[src/rtl/rom_loader_pkg.sv]
// rom_loader_pkg: shared loader FSM states and protocol constants
package rom_loader_pkg;
    typedef enum logic [2:0] {IDLE, CNT_HI, CNT_LO, DATA_HI, DATA_LO, WRITE, DONE, ERR} state_t;
    localparam logic [7:0] SYNC_BYTE = 8'hA5;
    localparam int MAX_WORDS = 32768;
    localparam int ROM_ADDR_W = 15;
endpackage

[src/rtl/rom_loader_uart_rx.sv]
// uart_rx: 8N1 receiver with 2-FF synchronizer and mid-bit sampling
module uart_rx #(
    parameter int CLK_FREQ = 100_000_000,
    parameter int BAUD = 115200
) (
    input  logic       clk_in,
    input  logic       reset_n,
    input  logic       rx,
    output logic       rx_valid,
    output logic [7:0] rx_byte,
    output logic       rx_ferr
);
    localparam int DIV = CLK_FREQ / BAUD;
    localparam int CW = $clog2(DIV);
    typedef enum logic [1:0] {R_IDLE, R_START, R_DATA, R_STOP} rx_state_t;
    logic s1, s2;
    rx_state_t st;
    logic [CW-1:0] cnt;
    logic [2:0] bitn;
    logic [7:0] sh;
    always_ff @(posedge clk_in or negedge reset_n) begin
        if (!reset_n) begin
            s1 <= 1'b1;
            s2 <= 1'b1;
            st <= R_IDLE;
            cnt <= '0;
            bitn <= '0;
            sh <= '0;
            rx_valid <= 1'b0;
            rx_byte <= '0;
            rx_ferr <= 1'b0;
        end else begin
            s1 <= rx;
            s2 <= s1;
            rx_valid <= 1'b0;
            case (st)
                R_IDLE: if (!s2) begin
                    st <= R_START;
                    cnt <= '0;
                end
                // a start bit that is high again at half a bit period was a glitch
                R_START: if (cnt == CW'(DIV / 2 - 1)) begin
                    st <= s2 ? R_IDLE : R_DATA;
                    cnt <= '0;
                    bitn <= '0;
                end else cnt <= cnt + CW'(1);
                R_DATA: if (cnt == CW'(DIV - 1)) begin
                    cnt <= '0;
                    sh <= {s2, sh[7:1]};
                    bitn <= bitn + 3'd1;
                    if (bitn == 3'd7) st <= R_STOP;
                end else cnt <= cnt + CW'(1);
                R_STOP: if (cnt == CW'(DIV - 1)) begin
                    st <= R_IDLE;
                    rx_valid <= 1'b1;
                    rx_byte <= sh;
                    rx_ferr <= !s2;
                end else cnt <= cnt + CW'(1);
                default: st <= R_IDLE;
            endcase
        end
    end
endmodule

[src/rtl/rom_loader.sv]
// rom_loader: receives a sync/count/words UART stream and writes it into the instruction ROM
module rom_loader
    import rom_loader_pkg::*;
#(
    parameter int CLK_FREQ = 100_000_000,
    parameter int BAUD = 115200,
    parameter int TIMEOUT = 1_000_000
) (
    input  logic                  clk_in,
    input  logic                  reset_n,
    input  logic                  uart_rx,
    output logic                  rom_we,
    output logic [ROM_ADDR_W-1:0] rom_addr,
    output logic [15:0]           rom_data,
    output logic                  cpu_hold,
    output logic                  busy,
    output logic                  load_done,
    output logic                  load_err
);
    localparam int TW = $clog2(TIMEOUT + 1);
    logic rx_valid, rx_ferr;
    logic [7:0] rx_byte, cnt_hi_b, data_hi_b;
    logic [15:0] n_words;
    logic [TW-1:0] idle_cnt;
    state_t state;
    logic tmo, waiting;
    uart_rx #(.CLK_FREQ(CLK_FREQ), .BAUD(BAUD)) u_rx (
        .clk_in(clk_in), .reset_n(reset_n), .rx(uart_rx),
        .rx_valid(rx_valid), .rx_byte(rx_byte), .rx_ferr(rx_ferr)
    );
    assign tmo = idle_cnt == TW'(TIMEOUT);
    assign waiting = state inside {CNT_HI, CNT_LO, DATA_HI, DATA_LO};
    always_ff @(posedge clk_in or negedge reset_n) begin
        if (!reset_n) begin
            state <= IDLE;
            idle_cnt <= '0;
            cnt_hi_b <= '0;
            data_hi_b <= '0;
            n_words <= '0;
            rom_we <= 1'b0;
            rom_addr <= '0;
            rom_data <= '0;
            cpu_hold <= 1'b0;
            busy <= 1'b0;
            load_done <= 1'b0;
            load_err <= 1'b0;
        end else begin
            idle_cnt <= rx_valid ? '0 : tmo ? idle_cnt : idle_cnt + TW'(1);
            rom_we <= 1'b0;
            load_done <= 1'b0;
            // a byte arriving with the timeout wins; cpu_hold stays up since the ROM is partial
            if (waiting && (rx_valid ? rx_ferr : tmo)) begin
                state <= ERR;
                load_err <= 1'b1;
                busy <= 1'b0;
            end else case (state)
                IDLE, ERR: if (rx_valid && !rx_ferr && rx_byte == SYNC_BYTE) begin
                    state <= CNT_HI;
                    load_err <= 1'b0;
                    rom_addr <= '0;
                    cpu_hold <= 1'b1;
                    busy <= 1'b1;
                end
                CNT_HI: if (rx_valid) begin
                    cnt_hi_b <= rx_byte;
                    state <= CNT_LO;
                end
                CNT_LO: if (rx_valid) begin
                    n_words <= {cnt_hi_b, rx_byte};
                    if ({cnt_hi_b, rx_byte} == 16'd0) begin
                        state <= DONE;
                        load_done <= 1'b1;
                        cpu_hold <= 1'b0;
                    end else if ({cnt_hi_b, rx_byte} > 16'(MAX_WORDS)) begin
                        state <= ERR;
                        load_err <= 1'b1;
                        busy <= 1'b0;
                    end else state <= DATA_HI;
                end
                DATA_HI: if (rx_valid) begin
                    data_hi_b <= rx_byte;
                    state <= DATA_LO;
                end
                DATA_LO: if (rx_valid) begin
                    rom_data <= {data_hi_b, rx_byte};
                    rom_we <= 1'b1;
                    state <= WRITE;
                end
                WRITE: begin
                    rom_addr <= rom_addr + ROM_ADDR_W'(1);
                    if (16'(rom_addr) + 16'd1 == n_words) begin
                        state <= DONE;
                        load_done <= 1'b1;
                        cpu_hold <= 1'b0;
                    end else state <= DATA_HI;
                end
                DONE: begin
                    state <= IDLE;
                    busy <= 1'b0;
                end
                default: state <= IDLE;
            endcase
        end
    end
endmodule

[config.mk]
export PLATFORM = sky130hd
export DESIGN_NAME = rom_loader
export DESIGN_NICKNAME = d
export VERILOG_FILES = /design/src/rtl/rom_loader_pkg.sv /design/src/rtl/rom_loader_uart_rx.sv /design/src/rtl/rom_loader.sv
export SDC_FILE = /design/constraint.sdc
export NUM_CORES = 1
export LEC_CHECK = 0
export CAP_MARGIN = 20
export CORE_ASPECT_RATIO = 1.75
export CORE_MARGIN = 2
export CORE_UTILIZATION = 38
export DETAILED_ROUTE_END_ITERATION = 12
export GPL_ROUTABILITY_DRIVEN = 0
export GPL_TIMING_DRIVEN = 0
export PLACE_DENSITY = 0.59
export SLEW_MARGIN = 20
export SYNTH_ARGS = -nofsm -noshare
export SYNTH_HDL_FRONTEND = slang
export SYNTH_HIERARCHICAL = 1
export SYNTH_SLANG_ARGS = --single-unit
[constraint.sdc]
create_clock -name clk_in -period 3.7 [get_ports clk_in]
set_input_delay 0.74 -clock clk_in [delete_from_list [all_inputs] [get_ports clk_in]]
set_output_delay 0.74 -clock clk_in [all_outputs]
set_load 0.02 [all_outputs]
==> results, run 1 <==
- The core area is 16800 µm².
- The total of max-cap violations is 0.
- For this run, the total global-route usage over all layers was measured as 0.178.
- The finished layout holds 903 standard cells, fillers aside.
- The maximum clock skew at final layout is 0.00724 ns.
- Tracing the worst setup path back leads to its startpoint at u_rx/rx_byte[1]$_DFFE_PN0N_.
- In this run the critical register-to-register path is launched from u_rx/rx_byte[1]$_DFFE_PN0N_.
- The first global-routing pass estimated 25000 µm of wire.
- The sum of negative setup slack is 0 ns.
- STA classifies the critical path startpoint as a flip-flop.
- The largest fanout of any net on the critical path is 10.
- In the final design database the tool counted 673 nets.
- The via count of the first global-routing pass is 4939.
- From left edge to right edge, the die measures 103 µm.
- The area growth from synthesis to layout is 20.0%.
- The path class of the lowest-slack min-delay path is input port to asynchronous set/reset pin.
- Dividing the detail-routed wire length by the instance count gives 16.6 µm.
- The max-slew violation count is 0.
- In this run the core area contains 63 standard-cell rows.
- With fillers left out, the area of the finished cells amounts to 7750 µm².
- The placement-stage cell area is 7160 µm².
- The fraction of final layout cells with drive strength greater than 1 is 0.186.
- Dividing the detail-routed via count by the number of cells gives 5.38.
- The vertical extent of the die is 176 µm.
- The register clock-pin slew on the reported worst setup and hold paths is 0.05 ns.
- The count of different cell masters after synthesis is 65.
- In this run the number of H-tree levels came out at 4.
- The number of storage elements in the synthesis netlist is 126.
- The via total after detailed routing is 4858.
- The count of nets left with antenna violations once routing finished came out at 0.
- Setup slack on the critical path of the routed design comes to 0.552 ns.
- Leaving out fill and tap cells, the most frequent cells in the layout are dfrtp_1 (124), mux2_2 (58), nor2_1 (50), nand2_1 (48), o21ai_0 (39).
- The count of buffers added on input and output ports is 38.
- The async set-or-reset flop fraction in the synthesized netlist is 1.00.
- After clock tree synthesis, the flow added hold-fix buffers numbering 0.
- Measured against its own limit, the worst slew margin works out to 0.278.
- The mapped netlist covers 6460 µm².
- The setup fix buffers added after clock tree synthesis is 0.
- 39 I/O pins were placed.
- The worst setup path is captured at a flip-flop.
- The setup slack after placement is 0.656 ns.
- The final wirelength is 15000 µm.
- The number of detailed-route iterations in the first pass is 5.
- The final critical-path required period is 3.15 ns.
- For the pin with the worst max-slew slack, the measured transition is 1.07 ns.
- The number of flops mapped to enable cells by yosys is 0.
- Setup repair after global routing left no endpoint under its margin.
- The CTS tree is done.
- The number of setup violations in the final report is 0.
- The initial antenna violation count is 0.
- The clock buffer count from CTS is 17.
- The highest clock rate is 318 MHz.
- Final hold analysis gives a worst-case slack of 0.182 ns.
- The hold violation count in the final report was 0.
- For this run, the leading register cell type out of synthesis is dfrtp_1.
- The library cell used most frequently in the layout, excluding fill and tap cells, is dfrtp_1.
- The total overflow reported by the global router is 0.
- Detailed placement ended at an HPWL of 10900 µm.
- The flow ran to the end, and the final reports show no timing, DRC or antenna violations.
- IR analysis of the VDD net gives a maximum drop of 0.000240 V.
- The root cell of the clock tree is clkbuf_16.
- The number of antenna cells inserted is 0.
- In this run the deepest clock path goes through 2 buffers.
- The fraction of the cycle the final worst path needs is 0.851.
- For the worst-skew pair, the clock arrives at the later sink with an insertion delay of 0.41 ns.
- The worst setup path is of the flip-flop to flip-flop kind.
- The first-iteration detailed-routing DRC count is 310.
- The residual DRC count is 0.
- The pin count of the biggest net entering global routing is 98.
- The share of the Yosys chip area taken by registers is 0.489.
- The number of cells in the design after placement is 871.
- The required time reported for the critical path endpoint is 3.97 ns.
- Yosys printed 6 warnings.
- The average instance in the mapped netlist occupies 10.7 µm².
- The area enclosed by the die boundary is 18100 µm².
- The synthesized netlist cell count is 605.
- Power spread over the standard cell area amounts to 398 nW/µm².
- Post-CTS repair changed the size of 0 cells.
- The net count of the mapped netlist is 615.
- For this design, the sink count on the clock tree is 126.
- In this run the static leakage power is 3.52 nW.
- Data on the critical path arrives at its endpoint at 3.42 ns.
- The initial core utilization is 0.385.
==> cell families (layout without fill, tap and decap cells) <==
| group | after synthesis | after routing | synth area share |
|---|---|---|---|
| xor+xnor | 34 | 34 | 0.0461 |
| compound gates | 101 | 101 | 0.102 |
| mux | 73 | 73 | 0.131 |
| simple gates | 223 | 223 | 0.190 |
| flops | 126 | 126 | 0.489 |
| fa+ha+maj | 7 | 7 | 0.0136 |
| buf+inv | 41 | 112 | 0.0287 |
==> layer usage <==
metal / wire, µm / track usage / vias up
met3: 650 / 0.0439 / 22
met2: 8340 / 0.321 / 118
met5: 0 / 0 / -
met4: 368 / 0.0789 / 0
li1: - / - / 2314
met1: 5660 / 0.190 / 2404
==> metrics by stage <==
stage	util	power [W]
floorplan	-	0.00141
global placement	0.424	0.00144
detailed placement	0.426	0.00144
CTS	0.462	0.00313
global route	0.462	0.00319
finish	0.462	0.00309
==> report_power, final <==
part	leakage (nW)	internal, W	total (W)	switching [W]
Sequential	1.72	0.00138	0.00138	0.000000764
Clock	0.289	0.00107	0.00167	0.000602
Combinational	1.50	0.00000571	0.0000324	0.0000267
Total	3.52	0.00246	0.00309	0.000629
==> worst max-delay path, cell delays in order (launching register included) <==
cell and delay, ns:
dfrtp_1 0.47, nor4_1 0.80, nand3_1 0.40, or2_2 0.42, nor2b_1 0.26, clkbuf_1 0.32
o21ai_0 0.25, o31ai_1 0.09
==> synthesized netlist by cell type, types with 8 or more instances <==
| cell | instances | area (µm²) |
|---|---|---|
| nor3_1 | 17 | 85.1 |
| xnor2_1 | 14 | 123 |
| xor2_1 | 20 | 175 |
| nand2_1 | 48 | 180 |
| and3_1 | 8 | 50.1 |
| inv_1 | 13 | 48.8 |
| clkbuf_1 | 19 | 71.3 |
| mux2_4 | 8 | 120 |
| dfrtp_1 | 124 | 3100 |
| o21ai_0 | 39 | 195 |
| nand4_1 | 8 | 50.1 |
| a21oi_1 | 15 | 75.1 |
| nand3_1 | 29 | 145 |
| nor2_1 | 50 | 188 |
| mux2_2 | 58 | 653 |
==> sequential cells by signal (all words and copies together), names as in the netlist, 3 cells and up, named ones only <==
name,flops
u_rx/cnt,10
data_hi_b,8
state,3
u_rx/sh,8
idle_cnt,20
u_rx/rx_byte,8
u_rx/bitn,3
rom_data,16
cnt_hi_b,8
n_words,16
rom_addr,15
==> worst paths after layout <==
kind / endpoint / slack (ns) / depth (start not counted)
setup / recovery: rom_addr[12]$_DFFE_PN0P_ / 0.55 / 7
hold / removal: load_done$_DFF_PN0_ / 0.18 / 1
setup reg to reg: rom_addr[12]$_DFFE_PN0P_ / 0.55 / 7
hold reg to reg: u_rx/s2$_DFF_PN1_ / 0.35 / 0
max in group asynchronous: u_rx/s2$_DFF_PN1_ / 2.78 / 2
min in group clk_in: u_rx/s2$_DFF_PN1_ / 0.35 / 0
==> final cells by class <==
class                      instances  area, µm²
multi-input combinational        438       3120
clock buffer                      20        447
sequential                       126       3160
fill                            1560       9040
clock inverter                    12        144
timing repair buffer              39        413
buffer                            27        133
inverter                          14       52.6
tap                              227        284
Power figures use the tool's default switching activity.
==> run 2, diff against run 1 <==
Settings changed: GPL_TIMING_DRIVEN 0 to 1.
==> run 2 against run 1 <==
Against the previous run: count of clock-buffer cells in the layout grew 2; total power grew 4.6%; largest cell class unchanged; via count is 0.31% higher.
==> results, run 2 (same netlist as run 1, synthesis figures left out) <==
- The register with the highest flop count was idle_cnt (unchanged).
- The vertical extent of the die is 176 µm (unchanged).
- The number of buffer and inverter stages on the critical path is 0 (was 1).
- The fraction of the cycle the final worst path needs is 0.756 (was 0.851).
- The maximum number of buffers from clock root to sink is 2 (unchanged).
- The hold violation count in the final report was 0 (unchanged).
- Chain of cells forming the critical path: nor4_1 > nand3_1 > or2_2 > nor2b_1 > o21ai_0 > o41ai_1 (was nor4_1 > nand3_1 > or2_2 > nor2b_1 > clkbuf_1 > o21ai_0 > o31ai_1).
- The core area is 16800 µm² (unchanged).
- Setup repair after global routing missed its margin: no (unchanged).
- The initial antenna violation count is 0 (unchanged).
- The H-tree depth reported by CTS is 4 (unchanged).
- The post-layout net count is 651 (was 673).
- The data arrival time of the critical path is 3.07 ns (was 3.42 ns).
- The relative slew slack is 0.215 (was 0.278).
- Biggest regs: idle_cnt x20, n_words x16, rom_data x16 (unchanged).
- The required time reported for the critical path endpoint is 3.97 ns (about the same).
- The fraction of power spent switching nets was 0.195 (was 0.204).
- The source-to-sink clock delay at the later pin of the worst-skew pair is 0.41 ns (about the same).
- The routed length per placed instance is 16.7 µm (was 16.6 µm).
- The path with the worst hold slack has its endpoint at u_rx/s2$_DFF_PN1_.
- The placement-stage cell area is 7040 µm² (was 7160 µm²).
- The total number of cells along the worst setup path came to 6 (was 7).
- The global-route wire length before repair is 25000 µm (about the same).
- Top library cells by usage in the layout, fill and taps aside: dfrtp_1 (124), mux2_2 (58), nor2_1 (50), nand2_1 (48), o21ai_0 (39) (unchanged).
- The startpoint class of the critical path is a flip-flop (unchanged).
- The path class of the lowest-slack min-delay path is flip-flop to flip-flop (was input port to asynchronous set/reset pin).
- The fraction of final layout cells with drive strength greater than 1 is 0.188 (was 0.186).
- The total of max-cap violations is 0 (unchanged).
- The area growth from synthesis to layout is 19.2% (was 20.0%).
- The largest fanout of any net on the critical path is 15 (was 10).
- The peak supply drop was 0.000279 V (was 0.000240 V).
- The sum of negative setup slack is 0 ns (unchanged).
- The worst-case hold slack is 0.355 ns (was 0.182 ns).
- The first-iteration detailed-routing DRC count is 201 (was 310).
- The maximum clock skew at final layout is 0.00901 ns (was 0.00724 ns).
- The logic depth of the worst register-to-register path is 6 (was 7).
- The most common library cell in the layout ignoring fill and taps was dfrtp_1 (unchanged).
- The half-perimeter wire length after detailed placement is 10500 µm (was 10900 µm).
- The root cell of the clock tree is clkbuf_16 (unchanged).
- The residual DRC count is 0 (unchanged).
- The slack of the worst reg-to-reg path is 0.90 ns (was 0.55 ns).
- The all-layer global routing usage came to 0.176 (was 0.178).
- The number of setup violations in the final report came to 0 (unchanged).
- The number of flip-flops in the largest register is 20 (unchanged).
- The clock buffer count from CTS is 17 (unchanged).
- The setup fix buffers added after clock tree synthesis came to 0 (unchanged).
- The register cell area after layout is 3160 µm² (unchanged).
- The origin of the critical flop-to-flop path was u_rx/rx_byte[1]$_DFFE_PN0N_ (unchanged).
- The count of buffers inserted at the top-level ports is 38 (unchanged).
- The critical setup path kind is flip-flop to flip-flop (unchanged).
- The proportion of power drawn by flip-flops and latches is 0.428 (was 0.448).
- The net switching power is 0.000629 W (about the same).
- The number of hold buffers added after CTS is 0 (unchanged).
- The highest clock rate is 358 MHz (was 318 MHz).
- The width of the die is 103 µm (unchanged).
- The number of antenna cells inserted is 0 (unchanged).
- Result of the run: completed (unchanged).
- The CTS tree is done (unchanged).
- The combinational share of power was 0.010 (was 0.011).
- The ratio of total power to cell area is 420 nW/µm² (was 398 nW/µm²).
- The number of standard-cell rows in the floorplan was 63 (unchanged).
- The cell area after layout is 7690 µm² (was 7750 µm²).
- The final cell count without fillers came to 880 (was 903).
- The multi-input gate area in the final layout is 3120 µm² (about the same).
- The highest cell delay on the worst timing path is 0.72 ns (was 0.80 ns).
- The register clock-pin slew on the reported worst setup and hold paths is 0.06 ns (was 0.05 ns).
- The number of sinks on the clock net came to 126 (unchanged).
- The pin count of the biggest net entering global routing is 77 (was 98).
- The residual antenna-violating net count after detailed routing was 0 (unchanged).
- The start point of the worst min-delay path is u_rx/s1$_DFF_PN1_.
- The fill cell total of the finished layout came to 1532 (was 1560).
- The total overflow reported by the global router is 0 (unchanged).
- The total of cells resized after clock tree synthesis is 0 (unchanged).
- The final critical-path required period was 2.80 ns (was 3.15 ns).
- The max-slew violation count is 0 (unchanged).
- The top-level port count is 39 (unchanged).
- The via count of the first global-routing pass is 5092 (was 4939).
- The via total after detailed routing came to 4873 (was 4858).
- The total leakage power is 3.50 nW (was 3.52 nW).
- The via count normalized by instance count was 5.54 (was 5.38).
- The clock network power share is 0.563 (was 0.542).
- The kind of end point of the critical path is a flip-flop (unchanged).
- The number of detailed-route iterations in the first pass came to 4 (was 5).
- The slew of the pin with the lowest slew margin came to 1.17 ns (was 1.07 ns).
- The initial core utilization is 0.385 (unchanged).
- The critical-path cell with the highest stage delay is nor4_1 (unchanged).
- The number of cells in the design after placement is 849 (was 871).
- The design internal power is 0.00260 W (was 0.00246 W).
- The worst hold path was traced through 0 stages.
- The endpoint of the lowest-slack register-to-register path is rom_addr[7]$_DFFE_PN0P_ (was rom_addr[12]$_DFFE_PN0P_).
- The kind of cell with the highest combined delay on the critical path is simple AND/OR/NAND/NOR gates (unchanged).
- The area enclosed by the die boundary is 18100 µm² (unchanged).
- The final wirelength is 14700 µm (was 15000 µm).
## run 2: worst max path at each step
| stage | start | end | slack [ns] |
|---|---|---|---|
| after CTS | u_rx/rx_byte[1]$_DFFE_PN0N_ | rom_addr[14]$_DFFE_PN0P_ | 0.90 |
| after global placement | u_rx/rx_byte[1]$_DFFE_PN0N_ | rom_addr[2]$_DFFE_PN0P_ | 0.96 |
| after global routing | u_rx/rx_byte[1]$_DFFE_PN0N_ | rom_addr[5]$_DFFE_PN0P_ | 0.66 |
| after detailed placement | u_rx/rx_byte[1]$_DFFE_PN0N_ | rom_addr[5]$_DFFE_PN0P_ | 0.92 |
| final | u_rx/rx_byte[1]$_DFFE_PN0N_ | rom_addr[7]$_DFFE_PN0P_ | 0.90 |
| after floorplan | rom_addr[4]$_DFFE_PN0P_ | cpu_hold$_DFFE_PN0P_ | 1.21 |
## run 2: power by group through the flow
stage               Combinational (W)  Clock [W]  Sequential, W
global route                0.0000375    0.00192        0.00138
floorplan                 0.000000450          0        0.00141
detailed placement          0.0000336          0        0.00141
global placement            0.0000334          0        0.00141
finish                      0.0000308    0.00182        0.00138
CTS                         0.0000336    0.00185        0.00138
## run 2: stage by stage
stage / total power, W / util / setup WS [ns]
after detailed placement: 0.00144 / 0.419 / 0.917
after global routing: 0.00334 / 0.458 / 0.658
after CTS: 0.00327 / 0.458 / 0.897
after global placement: 0.00144 / 0.419 / 0.959
after floorplan: 0.00141 / - / 1.21
final: 0.00323 / 0.458 / 0.903
## run 2: cell type report
class,count,area share
Sequential cell,126,0.410
Multi-Input combinational cell,438,0.405
Clock buffer,22,0.0642
Timing Repair Buffer,44,0.0566
Tap cell,227,0.0369
Clock inverter,9,0.0203
Inverter,14,0.00683
## run 2: worst reg2reg max path: stages, from the launching register on
cell and delay, ns:
dfrtp_1 0.44, nor4_1 0.73, nand3_1 0.37, or2_2 0.41, nor2b_1 0.34, o21ai_0 0.27
o41ai_1 0.10
## run 2: routing by layer
layer / vias up / routed length (µm) / track usage
li1: 2266 / - / -
met1: 2437 / 5630 / 0.188
met2: 131 / 7940 / 0.313
met3: 39 / 712 / 0.0475
met4: 0 / 411 / 0.0811
met5: - / 0 / 0
